$ cat src/rtl/f2i_unit.sv
// f2i_unit: multi-cycle float-to-integer converter.
// Input float: sign [15], biased exponent [14:7], 7-bit mantissa with hidden 1.
// Output: 16-bit two's-complement integer truncated toward zero, with
// saturation (out_ovf) and discarded-fraction (out_inexact) flags.
// A serial shifter moves the significand one bit per cycle.
//
// Handshake: a transfer happens on a rising edge where valid and ready are both
// high; valid never depends combinationally on ready, and out_valid with its
// out_data/flags is held unchanged until out_ready is seen.
module f2i_unit #(
  parameter logic [7:0]  EXP_BIAS = 8'd127,
  parameter logic [15:0] SAT_POS  = 16'h7fff,
  parameter logic [15:0] SAT_NEG  = 16'h8000
) (
  input  logic        clk,
  input  logic        reset,
  input  logic        in_valid,
  output logic        in_ready,
  input  logic [15:0] in_data,
  output logic        out_valid,
  input  logic        out_ready,
  output logic [15:0] out_data,
  output logic        out_ovf,
  output logic        out_inexact,
  output logic [1:0]  dbg_state
);

  typedef enum logic [1:0] {
    IDLE  = 2'd0,
    SHIFT = 2'd1,
    DONE  = 2'd2
  } state_t;

  state_t      r_state;
  logic [15:0] r_acc;
  logic [2:0]  r_cnt;
  logic        r_left;
  logic        r_sign;
  logic        r_sticky;
  logic        r_out_valid;
  logic [15:0] r_out_data;
  logic        r_out_ovf;
  logic        r_out_inexact;

  logic [7:0] w_e;
  logic [6:0] w_mant;
  logic       w_sign;
  logic       w_zero;
  logic       w_under;
  logic       w_big;
  logic       w_min_neg;
  logic [3:0] w_em4;
  logic [2:0] w_cnt;

  // Operand decode. In the normal range E is 0..14, so its low four bits
  // are enough to derive the shift distance and direction.
  assign w_e       = in_data[14:7];
  assign w_mant    = in_data[6:0];
  assign w_sign    = in_data[15];
  assign w_zero    = (w_e == 8'd0);
  assign w_under   = (w_e < EXP_BIAS);
  assign w_big     = ({1'b0, w_e} >= ({1'b0, EXP_BIAS} + 9'd15));
  assign w_min_neg = ({1'b0, w_e} == ({1'b0, EXP_BIAS} + 9'd15)) && w_sign && (w_mant == 7'd0);
  assign w_em4     = w_e[3:0] - EXP_BIAS[3:0];
  // |E-7|: E in 8..14 gives E-7 = low3+1; E in 0..7 gives 7-E = ~low3.
  assign w_cnt     = w_em4[3] ? (w_em4[2:0] + 3'd1) : ~w_em4[2:0];

  assign in_ready    = (r_state == IDLE);
  assign out_valid   = r_out_valid;
  assign out_data    = r_out_data;
  assign out_ovf     = r_out_ovf;
  assign out_inexact = r_out_inexact;
  assign dbg_state   = r_state;

  // Control FSM with datapath: classify, shift serially, then hold the result.
  always_ff @(posedge clk or posedge reset) begin
    if (reset) begin
      r_state       <= IDLE;
      r_acc         <= 16'd0;
      r_cnt         <= 3'd0;
      r_left        <= 1'b0;
      r_sign        <= 1'b0;
      r_sticky      <= 1'b0;
      r_out_valid   <= 1'b0;
      r_out_data    <= 16'd0;
      r_out_ovf     <= 1'b0;
      r_out_inexact <= 1'b0;
    end else begin
      case (r_state)
        IDLE: begin
          if (in_valid) begin
            r_sign <= w_sign;
            if (w_zero) begin
              r_out_data    <= 16'd0;
              r_out_ovf     <= 1'b0;
              r_out_inexact <= 1'b0;
              r_state       <= DONE;
            end else if (w_under) begin
              r_out_data    <= 16'd0;
              r_out_ovf     <= 1'b0;
              r_out_inexact <= 1'b1;
              r_state       <= DONE;
            end else if (w_min_neg) begin
              // -32768 is representable exactly, so it is not an overflow.
              r_out_data    <= 16'h8000;
              r_out_ovf     <= 1'b0;
              r_out_inexact <= 1'b0;
              r_state       <= DONE;
            end else if (w_big) begin
              r_out_data    <= w_sign ? SAT_NEG : SAT_POS;
              r_out_ovf     <= 1'b1;
              r_out_inexact <= 1'b0;
              r_state       <= DONE;
            end else begin
              r_acc    <= {8'd0, 1'b1, w_mant};
              r_cnt    <= w_cnt;
              r_left   <= w_em4[3];
              r_sticky <= 1'b0;
              r_state  <= SHIFT;
            end
          end
        end
        SHIFT: begin
          if (r_cnt != 3'd0) begin
            if (r_left) begin
              r_acc <= {r_acc[14:0], 1'b0};
            end else begin
              r_acc    <= {1'b0, r_acc[15:1]};
              r_sticky <= r_sticky | r_acc[0];
            end
            r_cnt <= r_cnt - 3'd1;
          end else begin
            r_out_data    <= r_sign ? (~r_acc + 16'd1) : r_acc;
            r_out_ovf     <= 1'b0;
            r_out_inexact <= r_sticky;
            r_state       <= DONE;
          end
        end
        DONE: begin
          // out_valid rises one cycle after entering DONE, then waits for out_ready.
          if (!r_out_valid) begin
            r_out_valid <= 1'b1;
          end else if (out_ready) begin
            r_out_valid <= 1'b0;
            r_state     <= IDLE;
          end
        end
        default: begin
          r_state <= IDLE;
        end
      endcase
    end
  end

endmodule

$ cat config.mk
export PLATFORM = sky130hd
export DESIGN_NAME = f2i_unit
export DESIGN_NICKNAME = d
export VERILOG_FILES = /design/src/rtl/f2i_unit.sv
export SDC_FILE = /design/constraint.sdc
export NUM_CORES = 1
export LEC_CHECK = 0
export CAP_MARGIN = 20
export CORE_ASPECT_RATIO = 0.75
export CORE_MARGIN = 8
export CORE_UTILIZATION = 38
export CTS_CLUSTER_DIAMETER = 150
export DETAILED_ROUTE_END_ITERATION = 10
export SETUP_SLACK_MARGIN = 0.05
export SLEW_MARGIN = 10
export SYNTH_ARGS = -nofsm -noshare
export SYNTH_HDL_FRONTEND = slang
export SYNTH_SLANG_ARGS = --single-unit
export TNS_END_PERCENT = 5
$ cat constraint.sdc
create_clock -name clk -period 2.4 [get_ports clk]
set_input_delay 0.24 -clock clk [delete_from_list [all_inputs] [get_ports clk]]
set_output_delay 0.24 -clock clk [all_outputs]
set_load 0.05 [all_outputs]
# Word-level counts from Yosys, hierarchy flattened
# Index checks and enable logic that the tools add are counted.
# word_totals
ff_bits	43
out_inout_bits	22
wordCells	108
# classes
addsub	4
order_cmp	2
eq_ne	14
mux	58
bitwise	7
n_reduce_logical	13
# op_table
cell	count
$mux 16	15
$pmux 16 s2	2
$mux 1	21
$mux 3	7
$ne 2x2->1 const B	10
$add 16x1->16 const B	1
$mux 2	8
$not 16->16	1
$eq 8x8->1 const B	1
$ge 8x8->1 const B	1
$logic_not 8->1	1
$lt 8x7->1 const B	1
$reduce_and 4->1	2
$reduce_and 8->1	1
$logic_not 7->1	1
$reduce_and 7->1	1
$pmux 1 s2	3
$pmux 2 s3	1
$pmux 3 s2	1
$reduce_and 6->1	1
$ne 5x1->1 const B	1
$not 1->1	4
$sub 4x4->4 const B	1
$add 3x1->3 const B	1
10 further kinds	11

# Logic depth before layout (Yosys ltp)
# logic_depth
word_depth	9
ltp_mapped	9

# Worst setup path before layout
# Ideal clock, no wire load.
# synth_timing
path_kind	reg2reg
start	register r_state[1] (netlist: dbg_state[1])
end	register r_acc[0]
t_arrival_ps	1966
required_ps	2267
slack_ps	301
path_stages_with_launch	7
n_path_buf	1
synth_period_minus_slack_ps	2099
path_cell_list	dfrtp_1 or3b_2 a21oi_1 o32ai_2 clkbuf_1 a211oi_1 a21oi_1
# synth_via
elab_chain_len	3
elab_cells_between_ends	11
cone_classes	eq/ne (7); mux (1); reduce/logical (3)
# synth_rtl
item	line_no	rtl
start, declared	34	state_t r_state;
start signal, assigned	78	r_state <= IDLE;
start signal, assigned	97	r_state <= DONE;
start signal, assigned	102	r_state <= DONE;
$eq 2x1->1 or $logic_not 2->1 (tied branches)	89	case (r_state)
$ne 2x2->1 (no source line) or $reduce_bool 2->1 (tied branches)	--	
$reduce_and 7->1 (no source line)	--	
end signal, assigned	115	r_acc <= {8'd0, 1'b1, w_mant};
end signal, assigned	126	r_acc <= {r_acc[14:0], 1'b0};
end signal, assigned	128	r_acc <= {1'b0, r_acc[15:1]};
end, declared	35	logic [15:0] r_acc;
# Parallel ways exist; a longest one is shown, timed or not.
# A chain may end at the register's enable or synchronous reset.

# Worst setup path in the final report
# layout_timing
start	input in_data[7]
end	register r_cnt[2]
# layout_via
elab_chain_len	9
elab_cells_between_ends	21
cone_classes	add/sub (2); order compare (2); eq/ne (5); mux (7); bitwise (1); reduce/logical (4)
# layout_rtl
item	line_no	rtl
start, declared	19	input logic [15:0] in_data,
$sub 4x4->4	64	assign w_em4 = w_e[3:0] - EXP_BIAS[3:0];
$add 3x1->3 or $not 3->3 (tied branches)	66	assign w_cnt = w_em4[3] ? (w_em4[2:0] + 3'd1) : ~w_em4[2:0];
$mux 3	66	
$mux 3	109	end else if (w_big) begin
$mux 3	103	end else if (w_min_neg) begin
$mux 3	98	end else if (w_under) begin
$mux 3	93	if (w_zero) begin
$mux 3	91	if (in_valid) begin
$pmux 3 s2	89	
end signal, assigned	116	r_cnt <= w_cnt;
end signal, assigned	131	r_cnt <= r_cnt - 3'd1;
end, declared	36	logic [2:0] r_cnt;
# Parallel ways exist; a longest one is shown, timed or not. The select of a mux whose other input is x is not followed.

==> results by group <==
Cells and area
  – Area delta synth->final: 27.7%
  – Share of cells above drive strength 1: 11.8%
  – Design area: 3320 sq um
  – Antenna diode count: 0
  – Total Nets Final: 372
  – Finished Layout Cells: 431
  – Fill cells: 633

Setup path
  – Worst EP required: 2.59 ns
  – Crit Path Max Fanout: 14
  – FF-to-FF path depth: 5
  – Worst Setup End Kind: register
  – RR Startpoint: dbg_state[1]$_DFFE_PP0P_
  – Critical R2R Capture: r_cnt[2]$_DFFE_PP0P_
  – CP startpoint kind: input port
  – CP Class: in2reg
  – Flop-to-flop setup slack: 0.35 ns
  – CP arrival: 2.25 ns
  – Worst setup startpoint: in_data[7]

Route
  – Vias per cell: 5.49
  – WL per Instance: 15.9 um
  – Via count: 2,367
  – Residual DRC: 0
  – DRT Pass-1 Iters: 5
  – Drt initial violations: 157
  – Post-route ant nets: 0
  – Routed WL: 6840 um

Timing
  – Setup_tns: 0 ns
  – Final Slew Violations: 0
  – Min Tclk post-route: 2.06 ns
  – F_max: 0.484 GHz
  – Actual slew at the worst max-slew pin: 0.659 ns
  – Fin crit share: 86.0%
  – Max-slew headroom: 56.1%
  – Final setup fails: 0
  – Clock skew: 0.0135 ns
  – Fin. Hold Viols: 0
  – RSZ-0062 raised after global routing: false

Placed design
  – Placed cells: 423
  – Final GP Congestion: 0.822
  – DP HPWL: 5110 um
  – # port buffers: 41
  – Dpl cell area: 3220 sq um

Pwr
  – Switching share of total power: 48.6%
  – Static Leak: 0.00139 uW
  – Net switching power figure: 2050 uW
  – Tot Pwr: 4230 uW
  – P per Cell Area: 1270 nW/um^2
  – Max VDD drop: 0.000433 V
  – Reg power frac: 30.2%
  – Comb pwr share: 58.0%
  – Clock Power Share: 11.9%
  – P_int: 2170 uW

Synthesis
  – Post-synth EDFFs: 0
  – Netlist Area Pre-Place: 2600 sq um
  – Sequential area share after synthesis: 41.4%
  – Synthesis-stage register bit count: 43
  – Synthesized instance count: 293
  – Syn_area_per_cell: 8.87 sq um
  – Ys flop type: dfrtp_1
  – YS warnings: 0
  – Ys async rst share: 100%
  – Synth unique cells: 52
  – Synthesized net count: 319

Global routing
  – GRT Util Overall: 14.3%
  – Vias in the first global route: 2,217
  – Largest net degree at the start of global routing: 44
  – Initial antenna violation count: 0
  – First-pass GRT wire length: 11,500 um
  – GRT Residual Overflow: 0

Floorplan
  – Cell row count: 26
  – Die width: 111 um
  – Core Area: 6700 sq um
  – Die area: 9770 sq um
  – Die height: 87.6 um
  – Initial core utilization: 38.8%
  – I/O pins: 42

Clock network
  – CTS Hold Bufs: 0
  – Root Driver: clkbuf_8
  – Setup bufs post-CTS: 0
  – Sink Count: 43
  – Post_cts resized: 0
  – CTS tree: yes
  – Clock buffer count from CTS: 5
  – Maximum clock insertion buffer count: 2
  – H-Tree Depth: 2
  – Latest clock arrival within the worst-skew pair: 0.31 ns
  – Worst-path clk slew: 0.10 ns

Outcome
  – Status: complete, no violations

Worst hold path
  – Worst hold path type: in2async

Flow run
  – MaxCap Viol Count: 0
==> routing by layer <==
metal	share of wire [%]	global-route usage, %	vias to the layer above
li1	-	-	1156
met1	52	21.1	1128
met2	42	20.2	77
met3	5.8	3.76	6
met4	0.83	3.26	0
met5	0	0	-
==> critical path, cell delays in order <==
cell and delay, ns:
clkdlybuf4s50_1 0.52, inv_1 0.08, ha_1 0.19, nor4b_1 0.14, buf_4 0.15, a21oi_1 0.22
o32ai_4 0.16, buf_4 0.20, o32a_1 0.34
==> how the worst max path moves through the flow <==
stage | end | cells past startpoint
6_report | r_cnt[2]$_DFFE_PP0P_ | 9
5_1_grt | out_data[10]$_DFFE_PP0P_ | 6
4_1_cts | in_ready | 3
3_5_place_dp | r_cnt[2]$_DFFE_PP0P_ | 9
3_3_place_gp | r_cnt[2]$_DFFE_PP0P_ | 9
2_1_floorplan | r_acc[0]$_DFFE_PP0P_ | 6
==> area by class of cell <==
class / instances / area (sq um) / share of cell area [%]
sequential: 43 / 1080 / 32.4
tap: 84 / 105 / 3.17
timing repair buffer: 66 / 598 / 18.0
clock buffer: 5 / 68.8 / 2.07
multi-input combinational: 218 / 1400 / 42.2
clock inverter: 3 / 26.3 / 0.792
inverter: 12 / 45.0 / 1.36
==> cells in the mapped netlist, types with 2 or more instances <==
cell type	n	area, sq um
dfrtp_1	43	1080
nand2_1	36	135
nor2_1	28	105
o21ai_0	19	95.1
a21oi_1	14	70.1
clkbuf_1	14	52.6
mux2i_1	13	130
inv_1	11	41.3
o31ai_1	10	75.1
a31oi_1	8	50.1
nor3_1	8	40.0
xnor2_1	8	70.1
xor2_1	7	61.3
ha_1	6	75.1
nand3_1	6	30.0
a211oi_1	5	37.5
o22a_1	5	43.8
o211ai_1	4	30.0
buf_2	3	15.0
nand2b_1	3	18.8
nor2b_1	3	18.8
nor4_1	3	18.8
o21a_1	3	22.5
a311o_1	2	20.0
a41oi_1	2	17.5
nor4b_1	2	17.5
o32a_1	2	20.0
==> kinds of logic (layout without fill, tap and decap cells) <==
logic type | after synthesis | after routing | synth area share [%]
flip-flops | 43 | 43 | 41.4
AO/OA/AOI/OAI | 83 | 83 | 21.9
buffers and inverters | 32 | 86 | 5.20
multiplexers | 14 | 14 | 5.44
XOR/XNOR | 15 | 15 | 5.06
adder cells (fa/ha/maj) | 6 | 6 | 2.89
AND/OR/NAND/NOR | 100 | 100 | 18.1
==> cells in the final DEF, fill, tap and decap left out, drive strengths merged, types with 6 or more instances in the layout <==
master	instances
a31oi	8
o21ai	19
ha	6
xnor2	8
buf	25
inv	15
nor2	28
nand3	6
a21oi	14
clkdlybuf4s50	41
xor2	7
o31ai	11
nand2	36
dfrtp	43
nor3	8
mux2i	13
==> power by group through the flow <==
stage	Clock, uW	Sequential (uW)	Combinational, uW
2_1_floorplan	0	1740	1210
3_3_place_gp	0	1280	2440
3_5_place_dp	0	1290	2460
4_1_cts	517	1280	2470
5_1_grt	545	1320	2650
6_report	503	1270	2450
==> sequential cells by signal, indices dropped and copies added (netlist names) <==
| register | flops |
|---|---|
| r_sticky | 1 |
| out_data | 16 |
| out_valid | 1 |
| dbg_state | 2 |
| r_acc | 16 |
| out_inexact | 1 |
| out_ovf | 1 |
| r_left | 1 |
| r_cnt | 3 |
| r_sign | 1 |
==> metrics by stage <==
step                      utilization, %  worst slack (ns)  hold slack, ns
after floorplan                        -             0.301           0.400
after global placement              48.1            0.0616           0.461
after CTS                           49.5             0.316           0.394
after detailed placement            48.1           0.00182           0.465
final                               49.5             0.335           0.371
after global routing                49.5             0.172           0.420
No activity file was read; power rests on OpenSTA's default activity.
